**config.mk**
```make
export PLATFORM = sky130hd
export DESIGN_NAME = fpu_cvt_arbiter_flat
export DESIGN_NICKNAME = d
export VERILOG_FILES = /design/src/rtl/fpu_cvt_arbiter_pkg.sv /design/src/rtl/fpu_cvt_arbiter_if.sv /design/src/rtl/fpu_cvt_arbiter_rr_arb_n.sv /design/src/rtl/fpu_cvt_arbiter.sv /design/src/flat_wrapper.sv
export SDC_FILE = /design/constraint.sdc
export NUM_CORES = 1
export LEC_CHECK = 0
export ABC_CLOCK_PERIOD_IN_PS = 25500
export BUFFER_PORTS_ARGS = -buffer_cell sky130_fd_sc_hd__buf_2
export CAP_MARGIN = 20
export CORE_MARGIN = 10
export CORE_UTILIZATION = 46
export DETAILED_ROUTE_END_ITERATION = 8
export GPL_ROUTABILITY_DRIVEN = 0
export GPL_TIMING_DRIVEN = 1
export HOLD_SLACK_MARGIN = 0.03
export PLACE_DENSITY_LB_ADDON = 0.25
export SKIP_CTS_REPAIR_TIMING = 1
export SLEW_MARGIN = 10
export SYNTH_ARGS = -nofsm -noshare
export SYNTH_HDL_FRONTEND = slang
export SYNTH_HIERARCHICAL = 1
export SYNTH_SLANG_ARGS = --single-unit
```
**constraint.sdc**
```tcl
create_clock -name clk -period 25.5 [get_ports clk]
set_input_delay 2.55 -clock clk [delete_from_list [all_inputs] [get_ports clk]]
set_output_delay 2.55 -clock clk [all_outputs]
set_load 0.01 [all_outputs]
```
**src/rtl/fpu_cvt_arbiter_pkg.sv**
```systemverilog
// Shared definitions for the FP->integer convert arbiter: convert opcodes and slot state.
package fpu_cvt_arbiter_pkg;

    localparam logic [7:0] fop_cvtD   = 8'h30;
    localparam logic [7:0] fop_cvtE   = 8'h31;
    localparam logic [7:0] fop_cvtS   = 8'h32;
    localparam logic [7:0] fop_cvt32S = 8'h33;
    localparam logic [7:0] fop_cvt32D = 8'h34;
    localparam logic [7:0] fop_tblD   = 8'h35;

    typedef enum logic {
        SLOT_EMPTY = 1'b0,
        SLOT_PEND  = 1'b1
    } slot_state_e;

endpackage

```
**src/rtl/fpu_cvt_arbiter_if.sv**
```systemverilog
// Request, converter and response signals of the convert arbiter, grouped for port hookup.
interface fpu_cvt_arbiter_if #(
    parameter int NREQ   = 3,
    parameter int DATA_W = 82,
    parameter int RES_W  = 65,
    parameter int TAG_W  = 14
);
    logic [NREQ-1:0]        req_vld;
    logic [NREQ-1:0]        req_rdy;
    logic [NREQ*8-1:0]      req_op;
    logic [NREQ*DATA_W-1:0] req_A;
    logic [NREQ*TAG_W-1:0]  req_tag;
    logic                   flush;
    logic                   cvt_hold;
    logic                   cvt_en;
    logic [7:0]             cvt_op;
    logic [DATA_W-1:0]      cvt_A;
    logic [RES_W-1:0]       cvt_res;
    logic                   cvt_alt;
    logic [NREQ-1:0]        rsp_vld;
    logic [RES_W-1:0]       rsp_res;
    logic [TAG_W-1:0]       rsp_tag;
    logic                   rsp_alt;

    modport slave (
        input  req_vld, req_op, req_A, req_tag, flush, cvt_hold, cvt_res, cvt_alt,
        output req_rdy, cvt_en, cvt_op, cvt_A, rsp_vld, rsp_res, rsp_tag, rsp_alt
    );

    modport master (
        output req_vld, req_op, req_A, req_tag, flush, cvt_hold, cvt_res, cvt_alt,
        input  req_rdy, cvt_en, cvt_op, cvt_A, rsp_vld, rsp_res, rsp_tag, rsp_alt
    );

endinterface

```
**src/rtl/fpu_cvt_arbiter_rr_arb_n.sv**
```systemverilog
// N-wide round-robin picker: first pending requester at or after ptr_i, as one-hot plus index.
module rr_arb_n #(
    parameter int N = 3
) (
    input  logic [N-1:0]         pend_i,
    input  logic [$clog2(N)-1:0] ptr_i,
    output logic [N-1:0]         gnt_o,
    output logic [$clog2(N)-1:0] win_o
);
    localparam int IDW = $clog2(N);

    always_comb begin
        logic           found;
        logic [IDW-1:0] idx;
        gnt_o = '0;
        win_o = '0;
        found = 1'b0;
        idx   = '0;
        for (int k = 0; k < N; k++) begin
            idx = IDW'((int'(ptr_i) + k) % N);
            if (!found && pend_i[idx]) begin
                found      = 1'b1;
                gnt_o[idx] = 1'b1;
                win_o      = idx;
            end
        end
    end

endmodule

```
**src/rtl/fpu_cvt_arbiter.sv**
```systemverilog
// Shares one fixed-latency FP->int converter among NREQ issue ports: one buffered op per port,
// round-robin issue, stall-aware in-flight tracking and per-port result return.
module fpu_cvt_arbiter
    import fpu_cvt_arbiter_pkg::*;
#(
    parameter int NREQ   = 3,
    parameter int DATA_W = 82,
    parameter int RES_W  = 65,
    parameter int TAG_W  = 14,
    parameter int LAT    = 2
) (
    input logic              clk,
    input logic              rst,
    fpu_cvt_arbiter_if.slave bus
);
    localparam int             IDW     = $clog2(NREQ);
    localparam logic [IDW-1:0] LAST_ID = IDW'(NREQ - 1);

    typedef struct packed {
        logic             vld;
        logic [IDW-1:0]   id;
        logic [TAG_W-1:0] tag;
    } cvt_trk_t;

    slot_state_e       slot_q [NREQ];
    slot_state_e       slot_d [NREQ];
    logic [7:0]        sop_q  [NREQ];
    logic [DATA_W-1:0] sa_q   [NREQ];
    logic [TAG_W-1:0]  stag_q [NREQ];

    logic [IDW-1:0]    rr_q, rr_d;
    logic [NREQ-1:0]   pend, gnt_raw, gnt, rdy, accept;
    logic [IDW-1:0]    win;
    logic              any_gnt;

    logic              en_q;
    logic [7:0]        op_q;
    logic [DATA_W-1:0] a_q;
    logic [IDW-1:0]    iss_id_q;
    logic [TAG_W-1:0]  iss_tag_q;

    cvt_trk_t          trk_q [LAT];
    logic              retire;
    logic [NREQ-1:0]   ret_oh;

    logic [NREQ-1:0]   rsp_vld_q;
    logic [RES_W-1:0]  rsp_res_q;
    logic [TAG_W-1:0]  rsp_tag_q;
    logic              rsp_alt_q;

    rr_arb_n #(.N(NREQ)) u_rr (
        .pend_i (pend),
        .ptr_i  (rr_q),
        .gnt_o  (gnt_raw),
        .win_o  (win)
    );

    // A slot granted this cycle can take a new op in the same cycle; flush ignores requests.
    always_comb begin
        pend   = '0;
        rdy    = '0;
        accept = '0;
        gnt    = (bus.cvt_hold || bus.flush) ? '0 : gnt_raw;
        for (int i = 0; i < NREQ; i++) begin
            pend[i]   = (slot_q[i] == SLOT_PEND);
            rdy[i]    = bus.flush || (slot_q[i] == SLOT_EMPTY) || gnt[i];
            accept[i] = bus.req_vld[i] && rdy[i] && !bus.flush;
        end
        any_gnt = |gnt;
    end

    always_comb begin
        rr_d = rr_q;
        if (any_gnt) begin
            rr_d = (win == LAST_ID) ? '0 : win + 1'b1;
        end
        for (int i = 0; i < NREQ; i++) begin
            slot_d[i] = slot_q[i];
            if (bus.flush) begin
                slot_d[i] = SLOT_EMPTY;
            end else if (accept[i]) begin
                slot_d[i] = SLOT_PEND;
            end else if (gnt[i]) begin
                slot_d[i] = SLOT_EMPTY;
            end
        end
    end

    always_ff @(posedge clk or negedge rst) begin
        if (!rst) begin
            rr_q <= '0;
            for (int i = 0; i < NREQ; i++) begin
                slot_q[i] <= SLOT_EMPTY;
            end
        end else begin
            rr_q <= rr_d;
            for (int i = 0; i < NREQ; i++) begin
                slot_q[i] <= slot_d[i];
            end
        end
    end

    always_ff @(posedge clk) begin
        for (int i = 0; i < NREQ; i++) begin
            if (accept[i]) begin
                sop_q[i]  <= bus.req_op[i*8 +: 8];
                sa_q[i]   <= bus.req_A[i*DATA_W +: DATA_W];
                stag_q[i] <= bus.req_tag[i*TAG_W +: TAG_W];
            end
        end
    end

    // Issue stage: holds its op while the converter is stalled.
    always_ff @(posedge clk or negedge rst) begin
        if (!rst) begin
            en_q      <= 1'b0;
            op_q      <= '0;
            a_q       <= '0;
            iss_id_q  <= '0;
            iss_tag_q <= '0;
        end else if (bus.flush) begin
            en_q <= 1'b0;
        end else if (!bus.cvt_hold) begin
            en_q <= any_gnt;
            if (any_gnt) begin
                op_q      <= sop_q[win];
                a_q       <= sa_q[win];
                iss_id_q  <= win;
                iss_tag_q <= stag_q[win];
            end
        end
    end

    // Tracking pipe: last stage lines up with cvt_res of the same op.
    always_ff @(posedge clk or negedge rst) begin
        if (!rst) begin
            for (int s = 0; s < LAT; s++) begin
                trk_q[s] <= '0;
            end
        end else if (bus.flush) begin
            for (int s = 0; s < LAT; s++) begin
                trk_q[s].vld <= 1'b0;
            end
        end else if (!bus.cvt_hold) begin
            trk_q[0] <= {en_q, iss_id_q, iss_tag_q};
            for (int s = 1; s < LAT; s++) begin
                trk_q[s] <= trk_q[s-1];
            end
        end
    end

    always_comb begin
        retire = trk_q[LAT-1].vld && !bus.cvt_hold && !bus.flush;
        ret_oh = '0;
        ret_oh[trk_q[LAT-1].id] = 1'b1;
    end

    // Response stage
    always_ff @(posedge clk or negedge rst) begin
        if (!rst) begin
            rsp_vld_q <= '0;
            rsp_res_q <= '0;
            rsp_tag_q <= '0;
            rsp_alt_q <= 1'b0;
        end else begin
            rsp_vld_q <= '0;
            if (retire) begin
                rsp_vld_q <= ret_oh;
                rsp_res_q <= bus.cvt_res;
                rsp_tag_q <= trk_q[LAT-1].tag;
                rsp_alt_q <= bus.cvt_alt;
            end
        end
    end

    assign bus.req_rdy = rdy;
    assign bus.cvt_en  = en_q && !bus.cvt_hold && !bus.flush;
    assign bus.cvt_op  = op_q;
    assign bus.cvt_A   = a_q;
    assign bus.rsp_vld = rsp_vld_q & {NREQ{~bus.flush}};
    assign bus.rsp_res = rsp_res_q;
    assign bus.rsp_tag = rsp_tag_q;
    assign bus.rsp_alt = rsp_alt_q;

endmodule
```
**src/flat_wrapper.sv**
```systemverilog
// flat-port wrapper written by rule: the top's interface ports become plain ports
module fpu_cvt_arbiter_flat import fpu_cvt_arbiter_pkg::*;
#(
    parameter int NREQ   = 3,
    parameter int DATA_W = 82,
    parameter int RES_W  = 65,
    parameter int TAG_W  = 14,
    parameter int LAT    = 2
)
  (clk, rst, bus_req_vld, bus_req_op, bus_req_A, bus_req_tag, bus_flush, bus_cvt_hold, bus_cvt_res, bus_cvt_alt, bus_req_rdy, bus_cvt_en, bus_cvt_op, bus_cvt_A, bus_rsp_vld, bus_rsp_res, bus_rsp_tag, bus_rsp_alt);
  fpu_cvt_arbiter_if #(.NREQ(NREQ), .DATA_W(DATA_W), .RES_W(RES_W), .TAG_W(TAG_W)) bus_i ();
  input logic clk;
  input logic rst;
  input wire logic [$bits(bus_i.req_vld)-1:0] bus_req_vld;
  input wire logic [$bits(bus_i.req_op)-1:0] bus_req_op;
  input wire logic [$bits(bus_i.req_A)-1:0] bus_req_A;
  input wire logic [$bits(bus_i.req_tag)-1:0] bus_req_tag;
  input wire logic [$bits(bus_i.flush)-1:0] bus_flush;
  input wire logic [$bits(bus_i.cvt_hold)-1:0] bus_cvt_hold;
  input wire logic [$bits(bus_i.cvt_res)-1:0] bus_cvt_res;
  input wire logic [$bits(bus_i.cvt_alt)-1:0] bus_cvt_alt;
  output wire logic [$bits(bus_i.req_rdy)-1:0] bus_req_rdy;
  output wire logic [$bits(bus_i.cvt_en)-1:0] bus_cvt_en;
  output wire logic [$bits(bus_i.cvt_op)-1:0] bus_cvt_op;
  output wire logic [$bits(bus_i.cvt_A)-1:0] bus_cvt_A;
  output wire logic [$bits(bus_i.rsp_vld)-1:0] bus_rsp_vld;
  output wire logic [$bits(bus_i.rsp_res)-1:0] bus_rsp_res;
  output wire logic [$bits(bus_i.rsp_tag)-1:0] bus_rsp_tag;
  output wire logic [$bits(bus_i.rsp_alt)-1:0] bus_rsp_alt;
  assign bus_i.req_vld = bus_req_vld;
  assign bus_i.req_op = bus_req_op;
  assign bus_i.req_A = bus_req_A;
  assign bus_i.req_tag = bus_req_tag;
  assign bus_i.flush = bus_flush;
  assign bus_i.cvt_hold = bus_cvt_hold;
  assign bus_i.cvt_res = bus_cvt_res;
  assign bus_i.cvt_alt = bus_cvt_alt;
  assign bus_req_rdy = bus_i.req_rdy;
  assign bus_cvt_en = bus_i.cvt_en;
  assign bus_cvt_op = bus_i.cvt_op;
  assign bus_cvt_A = bus_i.cvt_A;
  assign bus_rsp_vld = bus_i.rsp_vld;
  assign bus_rsp_res = bus_i.rsp_res;
  assign bus_rsp_tag = bus_i.rsp_tag;
  assign bus_rsp_alt = bus_i.rsp_alt;
  fpu_cvt_arbiter #(.NREQ(NREQ), .DATA_W(DATA_W), .RES_W(RES_W), .TAG_W(TAG_W), .LAT(LAT)) u_core (.clk(clk), .rst(rst), .bus(bus_i));
endmodule
```
==> run metrics, run 1 <==
clock tree from TritonCTS=done; status=complete, no violations; post-detailed-routing wire length=57000 um; share of final-layout standard cells stronger than drive strength 1=0.452; number of sinks driven by the clock tree=541; mean post-synth cell area=16.0 um^2; summed area of non-filler cells in the final layout=0.0258 mm^2; arrival time of data at the critical path endpoint=3.60 ns; global-route congestion overflow total=0; setup repair after global routing missed its margin=no; number of vias in the routed layout=12.9k; depth of the CTS H-tree=2; syn nets=1679; netlist area before placement=0.0207 mm^2; initial antenna violation count=19; Fin. Hold Viols=0; type of element capturing the critical path=output port; Synth top area share=0.453; mean number of vias per cell=5.17; count of mapped cells out of synthesis=1290; ratio of total power to cell area=110 mW/mm^2; final setup violating endpoints=0; Distinct cells, synth=40; Yosys reg bits=541; synthesis warning total=6; clock network latency to the later pin of the worst-skew pair=0.60 ns; Total Die Area=0.0539 mm^2; wire length of the first global-routing pass=84600 um; vias in the first global route=13.9k; worst-path maximum fanout=8; worst voltage drop across the vdd grid=0.0954 mV; area added between synthesis and finish=24.8%; sequential area share after synthesis=0.730; Max Slew Vio Count=0; Post-layout nets=2241; number of buffers on the longest clock path=3; CTS buffer count=54; Std-Cell Core Area=0.0443 mm^2; starting DRC count in detailed routing=886; Total Neg Setup Slack=0 ns; Buffers on Ports=561; largest net degree at the start of global routing=104; Cell Area, Placed=0.0241 mm^2; die width=232 um; cell type with the largest total area after synthesis=sky130_fd_sc_hd__edfxtp_1; Post-DRT Antenna Nets=0; nature of the critical path startpoint=input pin; biggest area contributors in the synthesized netlist=sky130_fd_sc_hd__edfxtp_1 (45%), sky130_fd_sc_hd__dfrtp_1 (28%), sky130_fd_sc_hd__mux2_2 (7.9%); Remaining DRCs=0; Setup Skew=0.0182 ns; post-layout min period=6.15 ns; Die Span Y=232 um; share of the clock period used by the worst path=0.241; worst hold path type=register to register; max frequency=163 MHz; register clock-pin slew on the reported worst setup and hold paths=0.06 ns; Worst Max-Slew Pin Slew=1.20 ns; Detailed Routing Iterations Pass 1=5; max-slew headroom at the worst pin=0.203; effective utilization at floorplan=0.467; utilization after layout=0.583; critical path class=input pin to output port; DP HPWL=39100 um; required arrival time at the worst endpoint=22.95 ns; Global Route Usage Sum=0.205; max-cap viol count=0; buffer cell driving the clock tree root=sky130_fd_sc_hd__clkbuf_16; static leakage power=0.0112 uW; top-level I/O count=562; FP Rows=77; routed wirelength normalized by instance count=22.8 um
per-stage QoR:
stage | hold slack [ns] | cells | power [uW] | setup slack, ns
2_1_floorplan | 0.432 | 1290 | 1760 | 14.26
3_3_place_gp | 0.443 | 2387 | 2060 | 19.37
3_5_place_dp | 0.448 | 2387 | 2080 | 19.35
4_1_cts | 0.465 | 2489 | 2860 | 19.34
5_1_grt | 0.488 | 2498 | 2980 | 19.33
6_report | 0.462 | 2499 | 2830 | 19.35
area by class of cell:
cell class	instances	area, um^2
clock buffers	81	1520
diodes	9	22.5
clock inverters	21	219
multi-input cells	662	5200
repair buffers	582	2990
fillers	3503	18500
inverters	11	41.3
flip-flops and latches	541	15100
well taps	592	741
cell usage in the layout (no fill, tap or decap), types with 2 or more instances in the layout:
cell	instances
sky130_fd_sc_hd__nor3_1	2
sky130_fd_sc_hd__edfxtp_1	312
sky130_fd_sc_hd__clkbuf_8	5
sky130_fd_sc_hd__mux2_4	40
sky130_fd_sc_hd__nor2b_1	4
sky130_fd_sc_hd__buf_4	20
sky130_fd_sc_hd__nand2_1	100
sky130_fd_sc_hd__diode_2	9
sky130_fd_sc_hd__inv_1	11
sky130_fd_sc_hd__o21ai_1	11
sky130_fd_sc_hd__or2_2	3
sky130_fd_sc_hd__clkbuf_16	55
sky130_fd_sc_hd__buf_2	560
sky130_fd_sc_hd__or2_1	2
sky130_fd_sc_hd__nor3b_2	3
sky130_fd_sc_hd__nor2_1	3
sky130_fd_sc_hd__nor3b_1	2
sky130_fd_sc_hd__dfrtp_1	229
sky130_fd_sc_hd__mux2i_1	108
sky130_fd_sc_hd__ha_1	4
sky130_fd_sc_hd__clkinv_1	6
sky130_fd_sc_hd__nor2_4	2
sky130_fd_sc_hd__mux2_2	146
sky130_fd_sc_hd__o21ai_0	205
sky130_fd_sc_hd__bufinv_16	4
sky130_fd_sc_hd__a21oi_1	7
sky130_fd_sc_hd__o22ai_1	2
sky130_fd_sc_hd__inv_6	2
sky130_fd_sc_hd__clkinv_2	7
sky130_fd_sc_hd__clkbuf_1	21
path summary, 6_finish.rpt:
| kind | startpoint | to | slack [ns] | cells after the start |
|---|---|---|---|---|
| max in group asynchronous | rst | u_core/trk_q[23] | 21.25 | 3 |
| setup / recovery | bus_cvt_hold | bus_req_rdy[0] | 19.35 | 4 |
| hold reg to reg | u_core/iss_tag_q[3] | u_core/trk_q[20] | 0.46 | 2 |
| setup reg to reg | u_core/rr_q[1] | u_core/iss_tag_q[10] | 21.25 | 10 |
| hold / removal | u_core/iss_tag_q[3] | u_core/trk_q[20] | 0.46 | 2 |
| min in group asynchronous | rst | u_core/bus.rsp_res[16] | 2.00 | 1 |
cell families (layout without fill, tap and decap cells):
kind of cell / count (synthesis) / count (layout) / synth area share
flip-flops: 541 / 541 / 0.730
multiplexers: 294 / 294 / 0.161
adder cells (fa/ha/maj): 4 / 4 / 0.00242
other: 0 / 9 / 0
buffers and inverters: 87 / 695 / 0.0212
AO/OA/AOI/OAI: 235 / 235 / 0.0585
AND/OR/NAND/NOR: 129 / 129 / 0.0277
Yosys cell counts, drive strengths merged:
master and count:
ha 4, o21ai 216, o22ai 2, a2bb2oi 1
nor3b 5, dfrtp 229, o21a 1, a311oi 1
nor2 5, nand2 101, inv 11, nand4bb 1
a31oi 1, a22oi 1, or2 6, o31ai 1
nand2b 2, a21oi 8, and2 2, buf 41
a21boi 1, a211oi 1, nor2b 4, edfxtp 312
a32o 1, clkbuf 35, mux2i 108, mux2 186
nor3 3
per-layer routing:
metal,vias up,share of wire,GRT usage
li1,5888,-,-
met1,6387,0.39,0.245
met2,514,0.50,0.345
met3,117,0.078,0.0590
met4,14,0.030,0.0815
met5,-,0.0014,0
sequential cells by signal, summed over array words and instances, names as in the netlist:
name and flops:
u_core/sa_q 246, u_core/bus.cvt_A 82, u_core/bus.rsp_res 65, u_core/stag_q 42
u_core/trk_q 34, u_core/sop_q 24, u_core/bus.rsp_tag 14, u_core/iss_tag_q 14
u_core/bus.cvt_op 8, u_core/pend 3, u_core/rsp_vld_q 3, u_core/iss_id_q 2
u_core/rr_q 2, u_core/bus.rsp_alt 1, u_core/en_q 1
critical path: stages:
cell and delay, ns:
sky130_fd_sc_hd__buf_2 0.33, sky130_fd_sc_hd__o21ai_0 0.22, sky130_fd_sc_hd__or2_2 0.32, sky130_fd_sc_hd__buf_2 0.17
power breakdown:
group          switching (uW)  total (uW)  internal [uW]
sequential               78.3        1180           1100
clock                     322         776            454
combinational             506         876            371
total                     906        2830           1930
No activity file was read; power rests on OpenSTA's default activity.
==> inputs of run 2 (changes only) <==
ABC_CLOCK_PERIOD_IN_PS = 6000   (was 25500)
clock period = 6 ns   (was 25.5 ns; I/O delays follow)
==> run 2 against run 1 <==
Final cell count shrank 0.40%. Flip-flop and latch count stayed put. Worst setup slack worse by 17 ns. Combinational power increased to 4.2 times the previous value. Non-clock buffer count is 6 lower. Critical path depth increased by 6. Via count increased by 0.12%. Critical endpoint unchanged. Largest cell class unchanged.
==> run metrics, run 2 (synthesized netlist as in run 1, its figures left out) <==
status=complete, no violations; required arrival time at the worst endpoint=5.40 ns; power consumption=12200 uW; Remaining DRCs=0; buffer cell driving the clock tree root=sky130_fd_sc_hd__clkbuf_16; worst-path maximum fanout=7; die width=232 um; Std-Cell Core Area=0.0443 mm^2; Max Slew Vio Count=0; max-slew headroom at the worst pin=0.267; static leakage power=0.0113 uW; CTS buffer count=54; vias in the first global route=13.9k; flip-flop count of the largest register, all copies and words added=246; type of element capturing the critical path=output port; wire length of the first global-routing pass=84800 um; number of cells on the worst reg-to-reg path=9; slack of the worst reg-to-reg path=2.47 ns; post-detailed-routing wire length=57000 um; initial antenna violation count=10; Total Die Area=0.0539 mm^2; routing usage on met2=0.347; worst voltage drop across the vdd grid=0.287 mV; mean number of vias per cell=5.20; met1 track demand over resource in global routing=0.255; critical path class=register to output port; Post-DRT Antenna Nets=0; post-placement cell count=2382; max-cap viol count=0; summed area of non-filler cells in the final layout=0.0259 mm^2; most frequent cells in the layout=sky130_fd_sc_hd__buf_2 (560), sky130_fd_sc_hd__edfxtp_1 (312), sky130_fd_sc_hd__dfrtp_1 (229), sky130_fd_sc_hd__o21ai_0 (205), sky130_fd_sc_hd__mux2_2 (146); Detailed Routing Iterations Pass 1=6; Slowest cell on crit path=sky130_fd_sc_hd__dfrtp_1; routed wirelength normalized by instance count=22.9 um; Setup Skew=0.0171 ns; nature of the critical path startpoint=register; Global Route Usage Sum=0.205; ratio of total power to cell area=472 mW/mm^2; starting DRC count in detailed routing=838; Fin. Hold Viols=0; global-route congestion overflow total=0; share of the clock period used by the worst path=0.615; max frequency=271 MHz; FP Rows=77; Post-layout nets=2235; Total Neg Setup Slack=0 ns; Cell Area, Placed=0.0240 mm^2; clock network latency to the later pin of the worst-skew pair=0.59 ns; clock tree from TritonCTS=done; crit-path max cell delay=0.41 ns; share of final-layout standard cells stronger than drive strength 1=0.459; final setup violating endpoints=0; setup repair after global routing missed its margin=no; met3 demand-to-capacity share in global routing=0.0513; Reg with most FFs=u_core/sa_q; most common cell after layout, fill and taps aside=sky130_fd_sc_hd__buf_2; destination of the worst register-to-register timing path=u_core/iss_id_q[1]; top-level I/O count=562; Die Span Y=232 um; Buffers on Ports=561; depth of the CTS H-tree=2; register clock-pin slew on the reported worst setup and hold paths=0.06 ns; largest net degree at the start of global routing=106; number of vias in the routed layout=12.9k; Worst Max-Slew Pin Slew=1.10 ns; arrival time of data at the critical path endpoint=3.09 ns; post-layout min period=3.69 ns; effective utilization at floorplan=0.467; DP HPWL=39000 um; worst hold path type=input pin to asynchronous set/reset pin; final standard cell count with taps included and fillers excluded=2489; number of buffers on the longest clock path=3; Most Crowded Layer GR=met2; Worst R2R Start=u_core/rr_q[1]; area added between synthesis and finish=25.4%; number of sinks driven by the clock tree=541; crit-path cells=inv_1 > ha_1 > mux2i_1 > o22ai_1 > a21oi_1 > o22ai_1 > inv_1 > o21ai_0 > or2_2 > buf_2
==> run 2: final cells by class <==
cell class                      instances  area [um^2]
Fill cell                            3505        18400
Timing Repair Buffer                  576         2940
Inverter                               11         41.3
Clock buffer                           78         1660
Antenna cell                            5         12.5
Multi-Input combinational cell        662         5220
Clock inverter                         24          229
Tap cell                              592          741
Sequential cell                       541        15100
==> run 2: worst max-delay path: cells and delay by family, from the launching register on <==
kind	cells	cell delay, ns
simple gates	1	0.23
mux	1	0.15
fa+ha+maj	1	0.34
compound gates	4	1.03
buf+inv	3	0.34
flops	1	0.41
==> run 2: metrics by stage <==
step / util / hold slack [ns] / setup WS (ns)
finish: 0.585 / 0.0289 / 2.31
global route: 0.585 / 0.0832 / 2.02
CTS: 0.585 / 0.0445 / 2.26
detailed placement: 0.543 / 0.449 / 2.43
global placement: 0.543 / 0.444 / 2.58
floorplan: - / 0.304 / 1.16
==> run 2: worst max-delay path by stage <==
| stage | slack [ns] | end | startpoint | depth (start not counted) |
|---|---|---|---|---|
| after CTS | 2.26 | bus_req_rdy[0] | u_core/rr_q[1] | 10 |
| after detailed placement | 2.43 | u_core/iss_id_q[1] | u_core/rr_q[1] | 9 |
| after global placement | 2.58 | u_core/iss_id_q[1] | u_core/rr_q[1] | 10 |
| after global routing | 2.02 | bus_req_rdy[0] | u_core/rr_q[1] | 10 |
| final | 2.31 | bus_req_rdy[0] | u_core/rr_q[1] | 10 |
| after floorplan | 1.16 | u_core/sa_q[1][0] | u_core/rr_q[1] | 10 |
==> run 2: report_power, final <==
part           switching, uW  internal [uW]  total [uW]
clock                   1400           2090        3490
combinational           2120           1580        3700
sequential               358           4690        5040
total                   3880           8360       12200
==> run 2: metal layers <==
metal | share of wire | wire [um] | up-vias
li1 | - | - | 5863
met1 | 0.39 | 22500 | 6426
met2 | 0.51 | 28800 | 553
met3 | 0.078 | 4440 | 83
met4 | 0.020 | 1170 | 10
met5 | 0.0012 | 67 | -
==> inputs of run 3 (changes only) <==
ABC_CLOCK_PERIOD_IN_PS = 3760   (was 6000)
clock period = 3.76 ns   (was 6 ns; I/O delays follow)
==> run 3 against run 2 <==
Wire length rose by 18%. Critical path depth unchanged. Count of clock-buffer cells in the layout down 4. Sequential power rose by 61%. Non-clock buffer count increased by 373. First-iteration DRC count is 36% higher. Clock power increased by 60%. Utilization grew 8.8 points. Global-route usage grew 0.063 points. Highest routed layer unchanged. Worst setup slack got worse by 1.7 ns.
==> run metrics, run 3 (synthesized netlist as in run 1, its figures left out) <==
status=complete, no violations; Die Span Y=232 um; ratio of total power to cell area=679 mW/mm^2; vias in the first global route=13.8k; required arrival time at the worst endpoint=3.38 ns; type of element capturing the critical path=output port; effective utilization at floorplan=0.467; Std-Cell Core Area=0.0443 mm^2; max frequency=318 MHz; Reg with most FFs=u_core/sa_q; most frequent cells in the layout=sky130_fd_sc_hd__buf_2 (560), sky130_fd_sc_hd__dlygate4sd3_1 (364), sky130_fd_sc_hd__edfxtp_1 (312), sky130_fd_sc_hd__dfrtp_1 (229), sky130_fd_sc_hd__o21ai_0 (202); register clock-pin slew on the reported worst setup and hold paths=0.06 ns; most common cell after layout, fill and taps aside=sky130_fd_sc_hd__buf_2; number of sinks driven by the clock tree=541; Buffers on Ports=561; FP Rows=77; Register Area=0.0151 mm^2; max-slew headroom at the worst pin=0.274; area added between synthesis and finish=44.2%; crit-path cells=inv_1 > ha_2 > mux2i_1 > or2_1 > a21oi_1 > nor2_2 > inv_1 > o21ai_2 > or2_2 > buf_2; global-route congestion overflow total=0; max-cap viol count=0; static leakage power=0.0129 uW; worst hold path type=input pin to register; most used cell, CP=sky130_fd_sc_hd__inv_1; starting DRC count in detailed routing=1138; worst-path maximum fanout=7; area of the multi-input gates=0.00525 mm^2; crit-path max cell delay=0.41 ns; DP HPWL=39600 um; routed wirelength normalized by instance count=23.4 um; final standard cell count with taps included and fillers excluded=2870; final setup violating endpoints=0; Detailed Routing Iterations Pass 1=5; wire length of the first global-routing pass=85000 um; Post-layout nets=2608; Worst Max-Slew Pin Slew=1.09 ns; post-layout min period=3.14 ns; Setup Skew=0.0244 ns; Global Route Usage Sum=0.206; worst voltage drop across the vdd grid=1.03 mV; Max Slew Vio Count=0; setup repair after global routing missed its margin=no; clock tree from TritonCTS=done; Remaining DRCs=0; Slowest cell on crit path=sky130_fd_sc_hd__dfrtp_1; WHS=0.0471 ns; Total Die Area=0.0539 mm^2; nature of the critical path startpoint=register; clock network latency to the later pin of the worst-skew pair=0.59 ns; number of buffers on the longest clock path=3; largest net degree at the start of global routing=107; post-placement cell count=2391; post-detailed-routing wire length=67300 um; flip-flop count of the largest register, all copies and words added=246; die width=232 um; Post-DRT Antenna Nets=0; mean number of vias per cell=5.24; top-level I/O count=562; Total Neg Setup Slack=0 ns; buffer cell driving the clock tree root=sky130_fd_sc_hd__clkbuf_16; depth of the CTS H-tree=2; share of the clock period used by the worst path=0.835; initial antenna violation count=15; CTS buffer count=54; power consumption=20300 uW; arrival time of data at the critical path endpoint=2.76 ns; number of vias in the routed layout=15.0k; critical path class=register to output port; Fin. Hold Viols=0; fill cell total of the finished layout=2947; share of final-layout standard cells stronger than drive strength 1=0.390
==> run 3: changes by cell type in the layout (fill, tap and decap cells not counted), moves of 3 or more <==
cell and delta:
sky130_fd_sc_hd__buf_12 +14, sky130_fd_sc_hd__clkbuf_8 -3, sky130_fd_sc_hd__diode_2 +9, sky130_fd_sc_hd__o21ai_0 -3
sky130_fd_sc_hd__clkbuf_16 -3, sky130_fd_sc_hd__buf_4 -5, sky130_fd_sc_hd__dlygate4sd3_1 +364
==> run 3: metal layers <==
layer	vias to the layer above	routed length [um]	GRT usage
met2	857	34200	0.338
met4	4	2640	0.0764
met1	7393	24600	0.254
li1	6622	-	-
met3	160	5820	0.0603
met5	-	14	0
==> run 3: stage by stage <==
stage | utilization | cell area [um^2] | setup WS [ns]
floorplan | - | 20800 | -0.923
global placement | 0.549 | 24300 | 0.853
detailed placement | 0.549 | 24300 | 0.722
CTS | 0.590 | 26200 | 0.584
global route | 0.673 | 29800 | 0.458
finish | 0.673 | 29800 | 0.620
==> run 3: worst max-delay path, delay by kind of cell (launching register included) <==
family	cells	cell delay, ns
flops	1	0.41
fa+ha+maj	1	0.29
mux	1	0.13
compound gates	2	0.36
simple gates	3	0.67
buf+inv	3	0.33
==> run 3: where the power goes <==
group / internal (uW) / leakage (uW) / total (uW) / switching (uW)
Combinational: 2900 / 0.00612 / 6580 / 3680
Sequential: 7470 / 0.00586 / 8100 / 630
Clock: 3300 / 0.000920 / 5570 / 2270
Total: 13700 / 0.0129 / 20300 / 6580
==> run 3: area by class of cell <==
class / count / area share
sequential: 541 / 0.506
clock inverter: 27 / 0.00998
clock buffer: 74 / 0.0519
timing repair buffer: 949 / 0.229
multi-input combinational: 662 / 0.176
inverter: 11 / 0.00138
antenna: 14 / 0.00117
tap: 592 / 0.0248
==> run 3: final timing paths <==
kind / from / endpoint / slack (ns) / depth (start not counted)
setup / recovery: u_core/rr_q[1] / bus_req_rdy[1] / 0.62 / 10
hold / removal: bus_cvt_res[12] / u_core/bus.rsp_res[12] / 0.05 / 2
setup reg to reg: u_core/rr_q[1] / u_core/stag_q[1][4] / 0.68 / 11
hold reg to reg: u_core/iss_tag_q[0] / u_core/trk_q[17] / 0.46 / 2
max in group asynchronous: rst / u_core/bus.cvt_A[64] / 2.41 / 3
min in group asynchronous: rst / u_core/bus.rsp_res[8] / 0.44 / 2
